File: src/rtl/nibble_serial_adder_pkg.sv
// Shared types and constants for the nibble-serial adder and its 4-bit stage.
package nibble_serial_adder_pkg;

    localparam int NIBBLE_W = 4;

    typedef enum logic [1:0] {
        IDLE = 2'd0,
        RUN  = 2'd1,
        DONE = 2'd2
    } state_t;

endpackage : nibble_serial_adder_pkg

File: src/rtl/nibble_serial_adder_ripplecarry_4b.sv
// Purely combinational 4-bit ripple-carry adder stage.
module ripplecarry_4b (
    input  logic [3:0] i_a,
    input  logic [3:0] i_b,
    input  logic       i_cin,
    output logic [3:0] o_sum,
    output logic       o_cout
);

    // Separate scalar carries keep the ripple chain free of a self-referencing vector.
    logic w_c1;
    logic w_c2;
    logic w_c3;

    assign o_sum[0] = i_a[0] ^ i_b[0] ^ i_cin;
    assign w_c1     = (i_a[0] & i_b[0]) | (i_cin & (i_a[0] ^ i_b[0]));
    assign o_sum[1] = i_a[1] ^ i_b[1] ^ w_c1;
    assign w_c2     = (i_a[1] & i_b[1]) | (w_c1 & (i_a[1] ^ i_b[1]));
    assign o_sum[2] = i_a[2] ^ i_b[2] ^ w_c2;
    assign w_c3     = (i_a[2] & i_b[2]) | (w_c2 & (i_a[2] ^ i_b[2]));
    assign o_sum[3] = i_a[3] ^ i_b[3] ^ w_c3;
    assign o_cout   = (i_a[3] & i_b[3]) | (w_c3 & (i_a[3] ^ i_b[3]));

endmodule : ripplecarry_4b

File: src/rtl/nibble_serial_adder.sv
// WIDTH-bit adder that streams one nibble per clock through a single 4-bit
// ripple-carry stage, with valid/ready handshakes on operands and result.
module nibble_serial_adder
    import nibble_serial_adder_pkg::*;
#(
    parameter int WIDTH = 16
) (
    input  logic             clk,
    input  logic             rst,
    input  logic             in_valid,
    output logic             in_ready,
    input  logic [WIDTH-1:0] a,
    input  logic [WIDTH-1:0] b,
    input  logic             cin,
    output logic             out_valid,
    input  logic             out_ready,
    output logic [WIDTH-1:0] sum,
    output logic             cout
);

    localparam int N     = WIDTH / NIBBLE_W;
    localparam int IDX_W = (N > 1) ? $clog2(N) : 1;

    state_t r_state;
    state_t w_state_next;

    logic [WIDTH-1:0] r_op_a;
    logic [WIDTH-1:0] r_op_b;
    logic             r_carry;
    logic [IDX_W-1:0] r_idx;
    logic [WIDTH-1:0] r_sum;
    logic             r_cout;

    logic                      w_accept;
    logic                      w_run;
    logic                      w_last;
    logic [NIBBLE_W-1:0]       w_nib_sum;
    logic                      w_nib_cout;
    logic [WIDTH+NIBBLE_W-1:0] w_sum_cat;

    ripplecarry_4b u_rca (
        .i_a    (r_op_a[NIBBLE_W-1:0]),
        .i_b    (r_op_b[NIBBLE_W-1:0]),
        .i_cin  (r_carry),
        .o_sum  (w_nib_sum),
        .o_cout (w_nib_cout)
    );

    assign w_last    = (r_idx == IDX_W'(N - 1));
    // New nibble enters at the MSB end; the slice also works when WIDTH == 4.
    assign w_sum_cat = {w_nib_sum, r_sum};

    // NOTE: sequential state uses non-blocking assignments so every register
    // samples pre-edge values regardless of block evaluation order.
    always_ff @(posedge clk or posedge rst) begin
        if (rst) begin
            r_state <= IDLE;
        end else begin
            r_state <= w_state_next;
        end
    end

    // NOTE: every output of this block gets a default first, so no path
    // through the case statement can infer a latch.
    always_comb begin
        w_state_next = r_state;
        in_ready     = 1'b0;
        out_valid    = 1'b0;
        w_accept     = 1'b0;
        w_run        = 1'b0;
        case (r_state)
            IDLE: begin
                in_ready = 1'b1;
                if (in_valid) begin
                    w_accept     = 1'b1;
                    w_state_next = RUN;
                end
            end
            RUN: begin
                w_run = 1'b1;
                if (w_last) begin
                    w_state_next = DONE;
                end
            end
            DONE: begin
                out_valid = 1'b1;
                if (out_ready) begin
                    w_state_next = IDLE;
                end
            end
            default: w_state_next = IDLE;
        endcase
    end

    always_ff @(posedge clk or posedge rst) begin
        if (rst) begin
            r_op_a  <= '0;
            r_op_b  <= '0;
            r_carry <= 1'b0;
            r_idx   <= '0;
            r_sum   <= '0;
            r_cout  <= 1'b0;
        end else if (w_accept) begin
            r_op_a  <= a;
            r_op_b  <= b;
            r_carry <= cin;
            r_idx   <= '0;
        end else if (w_run) begin
            r_op_a  <= r_op_a >> NIBBLE_W;
            r_op_b  <= r_op_b >> NIBBLE_W;
            r_carry <= w_nib_cout;
            r_idx   <= r_idx + IDX_W'(1);
            r_sum   <= w_sum_cat[WIDTH+NIBBLE_W-1:NIBBLE_W];
            if (w_last) begin
                r_cout <= w_nib_cout;
            end
        end
    end

    assign sum  = r_sum;
    assign cout = r_cout;

endmodule : nibble_serial_adder

File: config.mk
export PLATFORM = sky130hd
export DESIGN_NAME = nibble_serial_adder
export DESIGN_NICKNAME = d
export VERILOG_FILES = /design/src/rtl/nibble_serial_adder_pkg.sv /design/src/rtl/nibble_serial_adder_ripplecarry_4b.sv /design/src/rtl/nibble_serial_adder.sv
export SDC_FILE = /design/constraint.sdc
export NUM_CORES = 1
export LEC_CHECK = 0
export CAP_MARGIN = 20
export CORE_MARGIN = 4
export CORE_UTILIZATION = 40
export DETAILED_ROUTE_END_ITERATION = 10
export PLACE_DENSITY = 0.71
export SKIP_CTS_REPAIR_TIMING = 1
export SYNTH_ARGS = -nofsm -noshare
export SYNTH_HDL_FRONTEND = slang
export SYNTH_HIERARCHICAL = 1
export SYNTH_SLANG_ARGS = --single-unit
File: constraint.sdc
create_clock -name clk -period 4.7 [get_ports clk]
set_input_delay 1.175 -clock clk [delete_from_list [all_inputs] [get_ports clk]]
set_output_delay 1.175 -clock clk [all_outputs]
set_load 0.02 [all_outputs]
# [Yosys cells after proc, flatten, opt, wreduce, memory -nomap -nowiden]
# Index checks and enable logic that the tools add are counted.
[totals] rom_bits=0 out_inout_bits=19 inputBits=37 regBits=54 latchBits=0 mem_bits_rw=0 wordCells=57 mem_count=0
[classes] n_bitwise=21 eq_ne=6 shifts=0 n_reduce_logical=5 muxes=17 add_sub_neg=1 mul=0 div=0 order_cmp=0
[op_table] cell="16-bit 2-to-1 mux" n=4
[op_table] cell="2-bit 2-to-1 mux" n=5
[op_table] cell="1-bit AND" n=8
[op_table] cell="1-bit XOR" n=8
[op_table] cell="1-bit 2-to-1 mux" n=7
[op_table] cell="2-bit inequality test, second input constant" n=3
[op_table] cell="2-bit one-hot mux with 3 select lines" n=1
[op_table] cell="3-bit AND reduction" n=2
[op_table] cell="2-bit equality test, second input constant" n=2
[op_table] cell="1-bit bitwise OR" n=4
[op_table] cell="2-bit by 1-bit adder with 2-bit output, second input constant" n=1
[op_table] cell="2-bit by 1-bit equality test with 1-bit output, second input constant" n=1
[op_table] cell="2-bit zero test" n=1
[op_table] cell="2-bit AND reduction" n=1
[op_table] cell="2-bit nonzero test" n=1
[op_table] cell="1-bit inverter" n=1

# [Depth between registers and ports, before layout]
[logic_depth] word_depth=11 depth_mapped=10 mapped_depth_nobuf=10

# [Modules after synthesis]
# Netlist, hierarchy kept.
[modules_own_cells] module="nibble_serial_adder" cells_per_inst=255 area_each_um2=2396.0 instances=1 seq_area_each_um2=1351.3
[modules_own_cells] module="ripplecarry_4b" cells_per_inst=14 area_each_um2=117.6 instances=1 seq_area_each_um2=0.0

# [Worst setup path before layout]
# Ideal clock, no wire load.
[synth_timing] path_kind="reg-to-output" start="reg r_state[0]" end="out out_valid" slack_ns=2.541 path_buffers=2 path_stages_with_launch=4 required_time_ns=3.525 arrival_time_ns=0.984 cell_sequence="dfrtp_1 -> buf_4 -> buf_2 -> nor2_1"
[synth_via] elab_chain_len=2
[synth_lines] item="start, declared" line="nibble_serial_adder.sv:24" source="state_t r_state;"
[synth_lines] item="start signal, assigned" line="nibble_serial_adder.sv:59" source="r_state <= w_state_next;"
[synth_lines] item="2-bit equality test" line="nibble_serial_adder.sv:71" source="case (r_state)"
[synth_lines] item="1-bit 2-to-1 mux" line="nibble_serial_adder.sv:71"
[synth_lines] item="end, declared" line="nibble_serial_adder.sv:15" source="output logic out_valid,"
# Every way passes these cells.

# [Worst setup path after layout]
[layout_timing] start="reg r_state[1]" end="out out_valid"
# The elaborated chain is that of the path after synthesis.

==> qor.yml <==
run_status: "complete, no violations"
core-area_um2: 6026
io_buffers: 55
synth-adder-area-share: 0.03683
totalNegativeSetupSlack_ns: 0
rows: 28
synth_fp_nets: 311
routed_wirelength_mm: 5.598
avgRoutedWirePerCell_um: 14.28
synth-compound-area-share: 0.1304
path_max_fanout: 24
synth_commonest_cells: "nand2_1 (55), dfrtp_1 (54), nor3_1 (51)"
critPathKind: "flop to output port"
postSynth.asyncResetShare: 1.000
yosysTopAreaCellShare: 0.5376
grt_usage: 0.1485
die_h_um: 87.27
synth_seq_cells: 54
fin_crit_sh: 0.7170
synth_seq_area_share: 0.5376
synth-edff-count: 0
via_per_inst: 5.281
cts_tree: "done"
syn_to_final_growth_pct: 26.48
ys_types: 30
gp_congestion: 0.7710
root_buffer: "clkbuf_8"
preCtsSetupSlack_ns: 1.660
critPathLaunchType: "flop"
cts_made_buffers: 5
finalMaxSlewViolations: 0
relSlewSlack: 0.5347
dr.pass1.iters: 5
clkSlewWorstSetupHoldPaths_ns: 0.09
dp_hpwl_mm: 3.862
start_util: 0.4172
worst_ir_drop_vdd_mv: 0.3534
clkLatencyLatePin_ns: 0.30
final_hold_viol_count: 0
synth_ff_type: "dfrtp_1"
critPathTopFamily: "buffers and inverters"
r2r_start: "r_state[0]$_DFFE_PP0P_"
cts.sinks: 54
ant_nets: 0
setup_viol: 0
drt_iter0_markers: 94
synth_area_leaders: "dfrtp_1 (54%), nor3_1 (10%), nand2_1 (8.2%)"
path_cells: "inv_1 -> nor2_1 -> clkdlybuf4s50_1"
synth_top_family_by_area: "simple AND/OR/NAND/NOR gates"
end_kind: "output port"
slowest_delay_ns: 0.62
cp.arrival_ns: 2.20
fin_ws_ns: 1.330
rsz0062_at_grt: "no"
pin_count: 56
cts_buffer_depth: 2
skew_ns: 0.003627
critical-path-slowest-cell: "clkdlybuf4s50_1"
grt_pass1_vias: 1858
drive_gt1_frac: 0.05678
cp.buffers_inverters: 2
nNetsFinal: 358
drv_cap: 0
drc_errors: 0
diodes: 0
yosysMostFrequentCell: "nand2_1"
syn_avg_cell_area_um2: 9.344
tightest_slew_ns: 0.6971
hold_start: "sum[2]$_DFFE_PP0P_"
grt_pass1_wl_mm: 8.935
syn_area_um2: 2514
p_leak_nw: 1.371
fmax_mhz: 296.7
synth.area.mux_share: 0.004480
yosys.area_share.simple: 0.2270
grt_max_degree: 39
syn_inst: 269
crit_start: "r_state[1]$_DFFE_PP0P_"
min_path_type: "flop to flop"
powerDensity_nw_per_um2: 686.8
antenna_found_initial: 0
h-tree-depth: 2
grt_overflow: 0
synth-xor-area-share: 0
num_vias: 2070
worstPathRequired_ns: 3.52
min_period_ns: 3.370
die_area_um2: 7616
yosysTopAreaCell: "dfrtp_1"
yosysWarningCount: 6
die_x_um: 87.27
## layout make-up
class                   instances  area, um2
flip-flops and latches         54       1351
inverters                      14      52.55
clock buffers                   7      86.33
repair buffers                 60      588.1
well taps                      75      93.84
fillers                       576       2846
multi-input cells             181       1002
clock inverters                 1      5.005
## report_power, final
group | leakage (nW) | switching, mW | internal (mW)
clock | 0.0482 | 0.145 | 0.119
sequential | 0.662 | 0.193 | 0.689
combinational | 0.661 | 0.586 | 0.452
total | 1.37 | 0.924 | 1.26
## cells in the final DEF (no fill, tap or decap), drive strengths merged, types with 2 or more instances in the layout
cell / instances
nor2: 9
nor3b: 2
buf: 5
nand2b: 2
o32ai: 5
clkdlybuf4s50: 55
nor3: 51
a21oi: 3
dfrtp: 54
nand3: 2
nand2: 55
o21ai: 13
clkbuf: 7
fa: 4
inv: 14
o22a: 2
o22ai: 22
## flip-flops by register name, summed over array words and instances, names as in the netlist
signal   flops
r_op_a      16
r_op_b      16
sum         16
r_idx        2
r_state      2
cout         1
r_carry      1
## worst register-to-register path: cells and delay by family (launching register included)
kind | cells | cell delay, ns
buffers and inverters | 2 | 0.85
AO/OA/AOI/OAI | 1 | 0.17
flip-flops | 1 | 0.78
AND/OR/NAND/NOR | 2 | 0.49
## layer usage
layer  wire length [um]  global-route usage  part of all wire
met5                  0                   0                 0
met4                 49             0.04184            0.0088
met3                343             0.03122             0.061
met2               2521              0.2295              0.45
met1               2684              0.2114              0.48
## stage by stage
step	instances	cell area [um2]	power [mW]	hold WS, ns	utilization
final	392	3179	2.184	0.4796	0.5276
after global routing	392	3179	2.364	0.5088	0.5276
after CTS	392	3179	2.202	0.4870	0.5276
after detailed placement	384	3088	1.936	0.4631	0.5125
after global placement	384	3088	1.899	0.4570	0.5125
after floorplan	269	2514	1.610	0.4542	-
## kinds of logic (layout without fill, tap and decap cells)
kind of cell             Yosys count  after routing
AND/OR/NAND/NOR                  125            125
flip-flops                        54             54
AO/OA/AOI/OAI                     50             50
buffers and inverters             34             82
adder cells (fa/ha/maj)            5              5
multiplexers                       1              1
## final timing paths
path	to	slack, ns	cells past startpoint
max in group asynchronous	r_op_a[4]$_DFFE_PP0P_	2.66	3
min reg2reg	sum[2]$_DFFE_PP0P_	0.48	2
max reg2reg	r_op_b[9]$_DFFE_PP0P_	2.29	5
min in group asynchronous	sum[3]$_DFFE_PP0P_	1.28	2
min	sum[2]$_DFFE_PP0P_	0.48	2
max	out_valid	1.33	3
(Power assumes the default switching activity.)
